[src/rtl/frac_to_bcd_pkg.sv]
// Shared fixed-point definitions for the trig CORDIC datapath: Q0.32 widths,
// reference constants and the BCD converter state encoding.
package trig_fixed_pkg;

  localparam int FRAC_W      = 32;
  localparam int BCD_DIGIT_W = 4;

  localparam logic [31:0] PI_4      = 32'hC90FDAA2;
  localparam logic [31:0] INV_SQRT2 = 32'hB504F333;

  typedef enum logic {
    IDLE,
    CONV
  } state_t;

endpackage

[src/rtl/frac_to_bcd_if.sv]
// Request/result bundle between a fraction producer and the BCD converter.
interface frac_to_bcd_if #(
  parameter int NDIGITS = 8,
  parameter int FRAC_W  = 32
);

  logic                   start;
  logic [FRAC_W-1:0]      frac;
  logic                   busy;
  logic                   done;
  logic [4*NDIGITS-1:0]   bcd;

  modport master (output start, frac, input busy, done, bcd);
  modport slave  (input start, frac, output busy, done, bcd);

endinterface

[src/rtl/frac_times10_step.sv]
// One decimal digit extraction: multiplies a Q0.W fraction by ten and splits
// the product into its integer digit and the remaining fraction.
module frac_times10_step
  import trig_fixed_pkg::*;
#(
  parameter int ACC_W = 32
) (
  input  logic [ACC_W-1:0]       i_acc,
  output logic [BCD_DIGIT_W-1:0] o_digit,
  output logic [ACC_W-1:0]       o_rem
);

  logic [ACC_W+3:0] w_wide;
  logic [ACC_W+3:0] w_prod;

  // x*10 as x*8 + x*2; the integer part can never exceed 9 because x < 1
  assign w_wide  = {4'b0000, i_acc};
  assign w_prod  = (w_wide << 3) + (w_wide << 1);
  assign o_digit = w_prod[ACC_W+3:ACC_W];
  assign o_rem   = w_prod[ACC_W-1:0];

endmodule

[src/rtl/frac_to_bcd.sv]
// Sequential Q0.FRAC_W fraction to packed-BCD converter: one truncated decimal
// digit per clock, result published with a one-cycle done pulse.
module frac_to_bcd #(
  parameter int NDIGITS = 8,
  parameter int FRAC_W  = 32
) (
  input  logic          clk,
  input  logic          reset_n,
  frac_to_bcd_if.slave  bus
);

  import trig_fixed_pkg::*;

  localparam int SREG_W = BCD_DIGIT_W * NDIGITS;
  localparam int CNT_W  = (NDIGITS < 2) ? 1 : $clog2(NDIGITS);
  localparam logic [CNT_W-1:0] LAST_CNT = CNT_W'(NDIGITS - 1);

  state_t                   r_state;
  state_t                   w_stateNext;
  logic [FRAC_W-1:0]        r_acc;
  logic [CNT_W-1:0]         r_cnt;
  logic [SREG_W-1:0]        r_sreg;
  logic [SREG_W-1:0]        r_bcd;
  logic                     r_done;
  logic [SREG_W-1:0]        w_sregNext;
  logic [BCD_DIGIT_W-1:0]   w_digit;
  logic [FRAC_W-1:0]        w_rem;
  logic                     w_accept;
  logic                     w_lastStep;

  frac_times10_step #(
    .ACC_W (FRAC_W)
  ) u_step (
    .i_acc   (r_acc),
    .o_digit (w_digit),
    .o_rem   (w_rem)
  );

  always_ff @(posedge clk or negedge reset_n) begin
    if (!reset_n) begin
      r_state <= IDLE;
    end else begin
      r_state <= w_stateNext;
    end
  end

  // start is only looked at in IDLE, so requests during a conversion are dropped
  always_comb begin
    w_stateNext = r_state;
    w_accept    = 1'b0;
    w_lastStep  = 1'b0;
    case (r_state)
      IDLE: begin
        if (bus.start) begin
          w_accept    = 1'b1;
          w_stateNext = CONV;
        end
      end
      CONV: begin
        if (r_cnt == LAST_CNT) begin
          w_lastStep  = 1'b1;
          w_stateNext = IDLE;
        end
      end
      default: w_stateNext = IDLE;
    endcase
  end

  generate
    if (NDIGITS == 1) begin : g_single
      assign w_sregNext = w_digit;
    end else begin : g_multi
      assign w_sregNext = {r_sreg[SREG_W-5:0], w_digit};
    end
  endgenerate

  always_ff @(posedge clk or negedge reset_n) begin
    if (!reset_n) begin
      r_acc  <= '0;
      r_cnt  <= '0;
      r_sreg <= '0;
      r_bcd  <= '0;
      r_done <= 1'b0;
    end else begin
      r_done <= 1'b0;
      if (w_accept) begin
        r_acc  <= bus.frac;
        r_cnt  <= '0;
        r_sreg <= '0;
      end else if (r_state == CONV) begin
        r_acc  <= w_rem;
        r_cnt  <= r_cnt + 1'b1;
        r_sreg <= w_sregNext;
        // the final digit is folded straight into the published result
        if (w_lastStep) begin
          r_bcd  <= w_sregNext;
          r_done <= 1'b1;
        end
      end
    end
  end

  assign bus.busy = (r_state == CONV);
  assign bus.done = r_done;
  assign bus.bcd  = r_bcd;

endmodule

[src/flat_wrapper.sv]
// flat-port wrapper written by rule: the top's interface ports become plain ports
module frac_to_bcd_flat import trig_fixed_pkg::*;
#(
  parameter int NDIGITS = 8,
  parameter int FRAC_W  = 32
)
  (clk, reset_n, bus_start, bus_frac, bus_busy, bus_done, bus_bcd);
  frac_to_bcd_if #(.NDIGITS(NDIGITS), .FRAC_W(FRAC_W)) bus_i ();
  input  logic clk;
  input  logic reset_n;
  input wire logic [$bits(bus_i.start)-1:0] bus_start;
  input wire logic [$bits(bus_i.frac)-1:0] bus_frac;
  output wire logic [$bits(bus_i.busy)-1:0] bus_busy;
  output wire logic [$bits(bus_i.done)-1:0] bus_done;
  output wire logic [$bits(bus_i.bcd)-1:0] bus_bcd;
  assign bus_i.start = bus_start;
  assign bus_i.frac = bus_frac;
  assign bus_busy = bus_i.busy;
  assign bus_done = bus_i.done;
  assign bus_bcd = bus_i.bcd;
  frac_to_bcd #(.NDIGITS(NDIGITS), .FRAC_W(FRAC_W)) u_core (.clk(clk), .reset_n(reset_n), .bus(bus_i));
endmodule
[config.mk]
export PLATFORM = sky130hd
export DESIGN_NAME = frac_to_bcd_flat
export DESIGN_NICKNAME = d
export VERILOG_FILES = /design/src/rtl/frac_to_bcd_pkg.sv /design/src/rtl/frac_to_bcd_if.sv /design/src/rtl/frac_times10_step.sv /design/src/rtl/frac_to_bcd.sv /design/src/flat_wrapper.sv
export SDC_FILE = /design/constraint.sdc
export NUM_CORES = 1
export LEC_CHECK = 0
export ABC_AREA = 1
export CORE_MARGIN = 8
export CORE_UTILIZATION = 30
export DETAILED_ROUTE_END_ITERATION = 6
export DONT_BUFFER_PORTS = 1
export PLACE_DENSITY = 0.52
export SLEW_MARGIN = 0
export SYNTH_ARGS = -nofsm -noshare
export SYNTH_HDL_FRONTEND = slang
export SYNTH_SLANG_ARGS = --single-unit
[constraint.sdc]
create_clock -name clk -period 2.35 [get_ports clk]
set_input_delay 0.235 -clock clk [delete_from_list [all_inputs] [get_ports clk]]
set_output_delay 0.235 -clock clk [all_outputs]
set_load 0.01 [all_outputs]
==> results.md, run 1 <==
- Status: complete, but fails checks
- Failing checks: hold timing
- Worst EP required: roughly 2.6 ns
- Actual slew at the worst max-slew pin: 0.606 ns
- DRC: 0
- Post-Syn Area per Cell: 6.79 sq um
- N_diodes: 0
- Ports: slightly below 70
- CTS tree: yes
- Die Area: 25400 sq um
- Top cell by count, worst path: nand3_1
- Post-Syn Area: between 6000 and 7000 sq um
- Buffers & Inverters on Critical Path: 0
- Total Wirelength: approximately 18000 um
- Clock Skew: about 0.011 ns
- Via count: 5349
- Crit-path max FO: 5
- Max IR drop VDD: between 0.0004 and 0.0005 V
- P&R area growth vs syn: 10.6%
- Setup Fix Bufs, Post-CTS: 0
- Initial antenna violation count: 0
- Row count: between 50 and 60
- First-pass GRT wire length: between 20000 and 30000 um
- Initial core utilization: a little under a third
- CORE AREA: just over 20000 sq um
- Reg2reg path depth: 9
- Routed Antenna Nets: 0
- HP Class: primary input to async pin
- Synthesized Nets: roughly 970
- PortBufs: 0
- RSZ-0062 raised after global routing: no
- CTS max path bufs: 2
- Initial DRC count: 312
- Startpoint types: flip-flop
- Crit path largest cell delay: 0.46 ns
- Final hold vios: just under 100
- Drt via density: approximately 4.5
- Layout cells sized above 1: under 10%
- Psw: a little over 6000 uW
- Largest net degree at the start of global routing: 98
- Clock latency on the worst-skew pair: 0.35 ns
- Per-cell routed wire length: between 10 and 15 um
- MaxCap Viol Count: 0
- Total CTS buffers: 9
- CTS sink count: 97
- Library cells used by synthesis: 31
- Tcrit/Tclk final: 89.3%
- Yosys top cell by area: dfrtp_1
- Vias in the first global route: 5259
- Seq/Total Area, Yosys: between 30% and 40%
- DIE WIDTH: 159 um
- Final net count: just under 1000
- Die H: approximately 160 um
- CTS resizes: 0
- Slew HR: 59.5%
- Final TNS setup: 0 ns
- Clk root buf: clkbuf_16
- Final core utilization: approximately 34%
- Tmin final: 2.10 ns
- Critical path's slowest cell: fa_1
- Switching share of power: about half
- Endpoints failing setup: 0
- Crit path max-delay family: simple AND/OR/NAND/NOR gates
- Most common cell after layout, fill and taps aside: nand2_1
- Arrival time of the worst setup path: ~2.3 ns
- PwrDens: between 1500 and 2000 nW/um^2
- GRT Overall Usage: about 14%
- Power share of the combinational group: 59.9%
- Flop pwr share: between 20% and 30%
- Clock Power Share: approximately 13%
- H-tree depth: 3
- WS Path Type: flip-flop to flip-flop
- Drt first pass iters: 4
- Layout fillers: about 2200
- Hold_ws: -0.433 ns
- Internal power: 5930 uW
- Hold_buf cts: 1
- LEAKAGE: roughly 0.0037 uW
- Post-synth top area share: between 30% and 40%
- Synth warnings: 0
- HPWL Detailed: 13200 um
- Most frequent cells in the layout: nand2_1 (389), inv_1 (138), dfrtp_1 (96)
- Max Freq: 0.477 GHz
- Mapped Cells: 906
- Reg clk slew, reported paths: 0.08 ns
- GP Congestion: between 0.8 and 0.9
- Final-report max-slew violation count: 0
- Yosys reg bits: 97
- Total congestion overflow: 0
- Nature of the critical path endpoint: flip-flop
- Crit path cell chain: ha_1 > fa_1 > nand3_1 > nand3_1 > nand2_1 > nand3_1 > or2_2 > nand3_1 > nand3_1
- Synth area leaders: dfrtp_1 (39%), nand2_1 (24%), inv_1 (8.4%), ha_1 (6.5%), nand3_1 (4.9%)
- Critical path depth in cells: 9
-- Yosys cell counts --
library cell  instances
nand3_2               1
ha_1                 32
or2_1                 1
a21oi_1              22
nor2_1               44
or2_2                 1
o22ai_1               1
nand2_1             389
buf_1                 1
clkbuf_1              8
dfrtp_1              97
inv_2                 1
o221ai_1              1
o21bai_1              6
xor2_1                2
o211ai_1              7
a22o_1               12
o21ai_0              42
buf_4                 2
nor2_2                2
nand2_2               8
nand3_1              60
and3_1                2
o21ai_2               1
nand4_1               2
buf_2                11
xnor2_1               6
fa_1                  1
inv_1               138
nor3_1                2
and2_1                3
-- kinds of logic (layout without fill, tap and decap cells) --
family / count (synthesis) / after routing / share of synthesized area, %
DFF: 97 / 97 / 39.4
buffers and inverters: 161 / 165 / 10.2
adders and majority gates: 33 / 33 / 6.83
AOI/OAI and AO/OA: 92 / 92 / 8.88
xor gates and xnor gates: 8 / 8 / 1.14
and+or+nand+nor: 515 / 515 / 33.5
-- through the flow --
| step | area (sq um) | hold slack, ns | total power [uW] | worst slack, ns | std cells |
|---|---|---|---|---|---|
| finish | 6810 | -0.433 | 12200 | 0.252 | 1180 |
| global route | 6810 | -0.444 | 13600 | 0.0600 | 1180 |
| CTS | 6810 | -0.444 | 12300 | 0.228 | 1180 |
| detailed placement | 6480 | -0.0565 | 10700 | 0.239 | 1163 |
| global placement | 6480 | -0.0556 | 10600 | 0.203 | 1163 |
| floorplan | 6150 | -0.0606 | 8660 | 0.426 | 906 |
-- state kept, by name, indices dropped and copies added (netlist names) --
signal / count
u_core.bus.bcd: 32
u_core.bus.busy: 1
u_core.bus.done: 1
u_core.r_acc: 32
u_core.r_cnt: 3
u_core.r_sreg: 28
-- power by group through the flow --
stage	Sequential, uW	Combinational [uW]	Clock, uW
floorplan	3030	5620	0
finish	3260	7280	1630
global route	3380	8460	1730
global placement	3300	7300	0
CTS	3280	7350	1670
detailed placement	3310	7350	0
-- routing by layer --
| layer | vias up | wire length (um) | global-route usage (%) |
|---|---|---|---|
| met1 | 2447 | 8680 | 18.9 |
| li1 | 2803 | - | - |
| met3 | 16 | 952 | 3.39 |
| met5 | - | 0 | 0 |
| met4 | 0 | 278 | 4.42 |
| met2 | 83 | 7620 | 22.0 |
-- path summary, 6_finish.rpt --
check / start / endpoint / slack [ns]
setup / recovery: u_core.r_acc[0]$_DFFE_PN0P_ / u_core.r_acc[11]$_DFFE_PN0P_ / 0.25
hold / removal: reset_n / u_core.r_acc[22]$_DFFE_PN0P_ / -0.43
setup reg to reg: u_core.r_acc[0]$_DFFE_PN0P_ / u_core.r_acc[11]$_DFFE_PN0P_ / 0.25
hold reg to reg: u_core.r_sreg[20]$_DFFE_PN0P_ / u_core.r_sreg[20]$_DFFE_PN0P_ / 0.47
max in group asynchronous: reset_n / u_core.bus.bcd[15]$_DFFE_PN0P_ / 2.56
min in group clk: bus_frac[22] / u_core.r_acc[22]$_DFFE_PN0P_ / 0.01
-- area by class of cell --
type	count	area, sq um	share of cell area (%)
inverter	139	522	7.66
multi-input combinational	648	3110	45.7
tap	270	338	4.96
clock buffer	10	239	3.51
clock inverter	6	82.6	1.21
sequential	97	2430	35.7
timing repair buffer	10	90.1	1.32
(Power assumes the default switching activity.)
==> run 2: changes to the inputs <==
GPL_TIMING_DRIVEN = 0   (was unset)
==> run 2 against run 1 <==
The run still ends with hold timing left. Sequential share of layout area about the same. Critical path depth is the same. Register-to-register slack got worse by 0.10 ns. Global-route usage grew 0.46 points.
==> results.md, run 2 (synthesized netlist as in run 1, its figures left out) <==
- Status: complete, but fails checks (unchanged)
- Failing checks: hold timing (unchanged)
- Slew HR: 59.3% (was 59.5%)
- Critical Path End: u_core.r_acc[11]$_DFFE_PN0P_ (unchanged)
- Final-report max-slew violation count: 0 (unchanged)
- Final hold vios: 97 (unchanged)
- Dpl cell area: 6490 sq um (was 6480 sq um)
- Crit-path max FO: 5 (unchanged)
- Worst EP required: 2.58 ns (about the same)
- HPWL Detailed: 14000 um (was 13200 um)
- Total Wirelength: 18000 um (was 17500 um)
- Reg clk slew, reported paths: 0.08 ns (about the same)
- Drt first pass iters: 5 (was 4)
- Reg-to-Reg Start: u_core.r_acc[2]$_DFFE_PN0P_ (was u_core.r_acc[0]$_DFFE_PN0P_)
- Clk root buf: clkbuf_16 (unchanged)
- Ports: 69 (unchanged)
- Reg2reg path depth: 9 (unchanged)
- WS Path Type: flip-flop to flip-flop (unchanged)
- Most common cell after layout, fill and taps aside: nand2_1 (unchanged)
- Finished Layout Cells: 1191 (was 1180)
- Tmin final: 2.20 ns (was 2.10 ns)
- HP Class: primary input to async pin (unchanged)
- DIE WIDTH: 159 um (unchanged)
- Initial antenna violation count: 0 (unchanged)
- Tcrit/Tclk final: 93.6% (was 89.3%)
- H-tree depth: 3 (unchanged)
- Largest net degree at the start of global routing: 98 (unchanged)
- Die Area: 25400 sq um (unchanged)
- Arrival time of the worst setup path: 2.43 ns (was 2.33 ns)
- Reg2reg end: u_core.r_acc[11]$_DFFE_PN0P_ (unchanged)
- Nature of the critical path endpoint: flip-flop (unchanged)
- Most frequent cells in the layout: nand2_1 (389), inv_1 (138), dfrtp_1 (97) (was nand2_1 (389), inv_1 (138), dfrtp_1 (96))
- Initial DRC count: 395 (was 312)
- DRC: 0 (unchanged)
- Startpoint types: flip-flop (unchanged)
- P&R area growth vs syn: 10.5% (was 10.6%)
- CTS max path bufs: 2 (unchanged)
- Endpoints failing setup: 0 (unchanged)
- Hold_ws: -0.430 ns (was -0.433 ns)
- Drt via density: 4.55 (was 4.53)
- First-pass GRT wire length: 29700 um (was 28900 um)
- Clock latency on the worst-skew pair: 0.35 ns (about the same)
- Final net count: 985 (was 973)
- Max Freq: 0.454 GHz (was 0.477 GHz)
- MaxCap Viol Count: 0 (unchanged)
- CTS tree: yes (unchanged)
- Layout fillers: 2228 (unchanged)
- Final instance area: 6800 sq um (was 6810 sq um)
- Routed Antenna Nets: 0 (unchanged)
- Die H: 159 um (unchanged)
- Total CTS buffers: 9 (unchanged)
- Row count: 52 (unchanged)
- Clock Skew: 0.0116 ns (was 0.0112 ns)
- Post-Place Cells: 1176 (was 1163)
- Vias in the first global route: 5484 (was 5259)
- PortBufs: 0 (unchanged)
- CORE AREA: 20200 sq um (unchanged)
- RSZ-0062 raised after global routing: no (unchanged)
- R2R Setup Slk: 0.15 ns (was 0.25 ns)
- GP Congestion: 0.892 (was 0.884)
- Final TNS setup: 0 ns (unchanged)
- Layout cells sized above 1: 4.78% (was 4.51%)
- CP startpoint: u_core.r_acc[2]$_DFFE_PN0P_ (was u_core.r_acc[0]$_DFFE_PN0P_)
- Via count: 5421 (was 5349)
- Total congestion overflow: 0 (unchanged)
- CTS sink count: 97 (unchanged)
- Per-cell routed wire length: 15.1 um (was 14.9 um)
- GRT Overall Usage: 14.6% (was 14.1%)
- Initial core utilization: 30.5% (unchanged)
- Actual slew at the worst max-slew pin: 0.610 ns (was 0.606 ns)
- N_diodes: 0 (unchanged)
run 2: metrics by stage:
stage               hold slack [ns]  utilization, %  worst slack (ns)
detailed placement          -0.0548            32.2            0.0186
global route                 -0.445            33.7            0.0261
finish                       -0.430            33.7             0.150
floorplan                   -0.0606               -             0.426
CTS                          -0.442            33.7           0.00254
global placement            -0.0544            32.2            0.0700
run 2: how the worst min path moves through the flow:
stage	start	endpoint	slack, ns
after floorplan	reset_n	u_core.bus.bcd[0]$_DFFE_PN0P_	-0.06
after global placement	reset_n	u_core.r_acc[24]$_DFFE_PN0P_	-0.05
after detailed placement	reset_n	u_core.r_acc[24]$_DFFE_PN0P_	-0.05
after CTS	reset_n	u_core.r_acc[24]$_DFFE_PN0P_	-0.44
after global routing	reset_n	u_core.r_acc[24]$_DFFE_PN0P_	-0.44
final	reset_n	u_core.r_acc[24]$_DFFE_PN0P_	-0.43
run 2: layer usage:
| metal | GRT usage (%) | wire [um] | vias to the layer above |
|---|---|---|---|
| li1 | - | - | 2820 |
| met1 | 19.0 | 8580 | 2463 |
| met2 | 23.8 | 8110 | 122 |
| met3 | 3.54 | 1050 | 16 |
| met4 | 3.82 | 249 | 0 |
| met5 | 0 | 0 | - |
run 2: cell type report:
type | instances | area [sq um] | share of cell area [%]
Clock inverter | 6 | 75.1 | 1.10
Buffer | 22 | 104 | 1.53
Tap cell | 270 | 338 | 4.97
Inverter | 139 | 522 | 7.67
Sequential cell | 97 | 2430 | 35.7
Multi-Input combinational cell | 648 | 3110 | 45.7
Clock buffer | 9 | 225 | 3.31
run 2: critical path, stage by stage (launching register included):
cell and delay (ns):
dfrtp_1 0.42, ha_1 0.28, fa_2 0.41, nand3_1 0.10
nand3_1 0.17, nand2_1 0.11, nand3_1 0.15, or2_2 0.31
nand3_1 0.07, nand3_1 0.07
run 2: repair_timing:
item | in CTS | in global routing
setup endpoints to repair | 0 | 8
hold endpoints to repair | 97 | 97
buffers inserted | 0 | 0
gates resized for setup | 0 | 3
Power of run 2 is left out: the tool's default activity adds up to more than one toggle a clock period on the data nets, which glitch-free logic cannot reach.
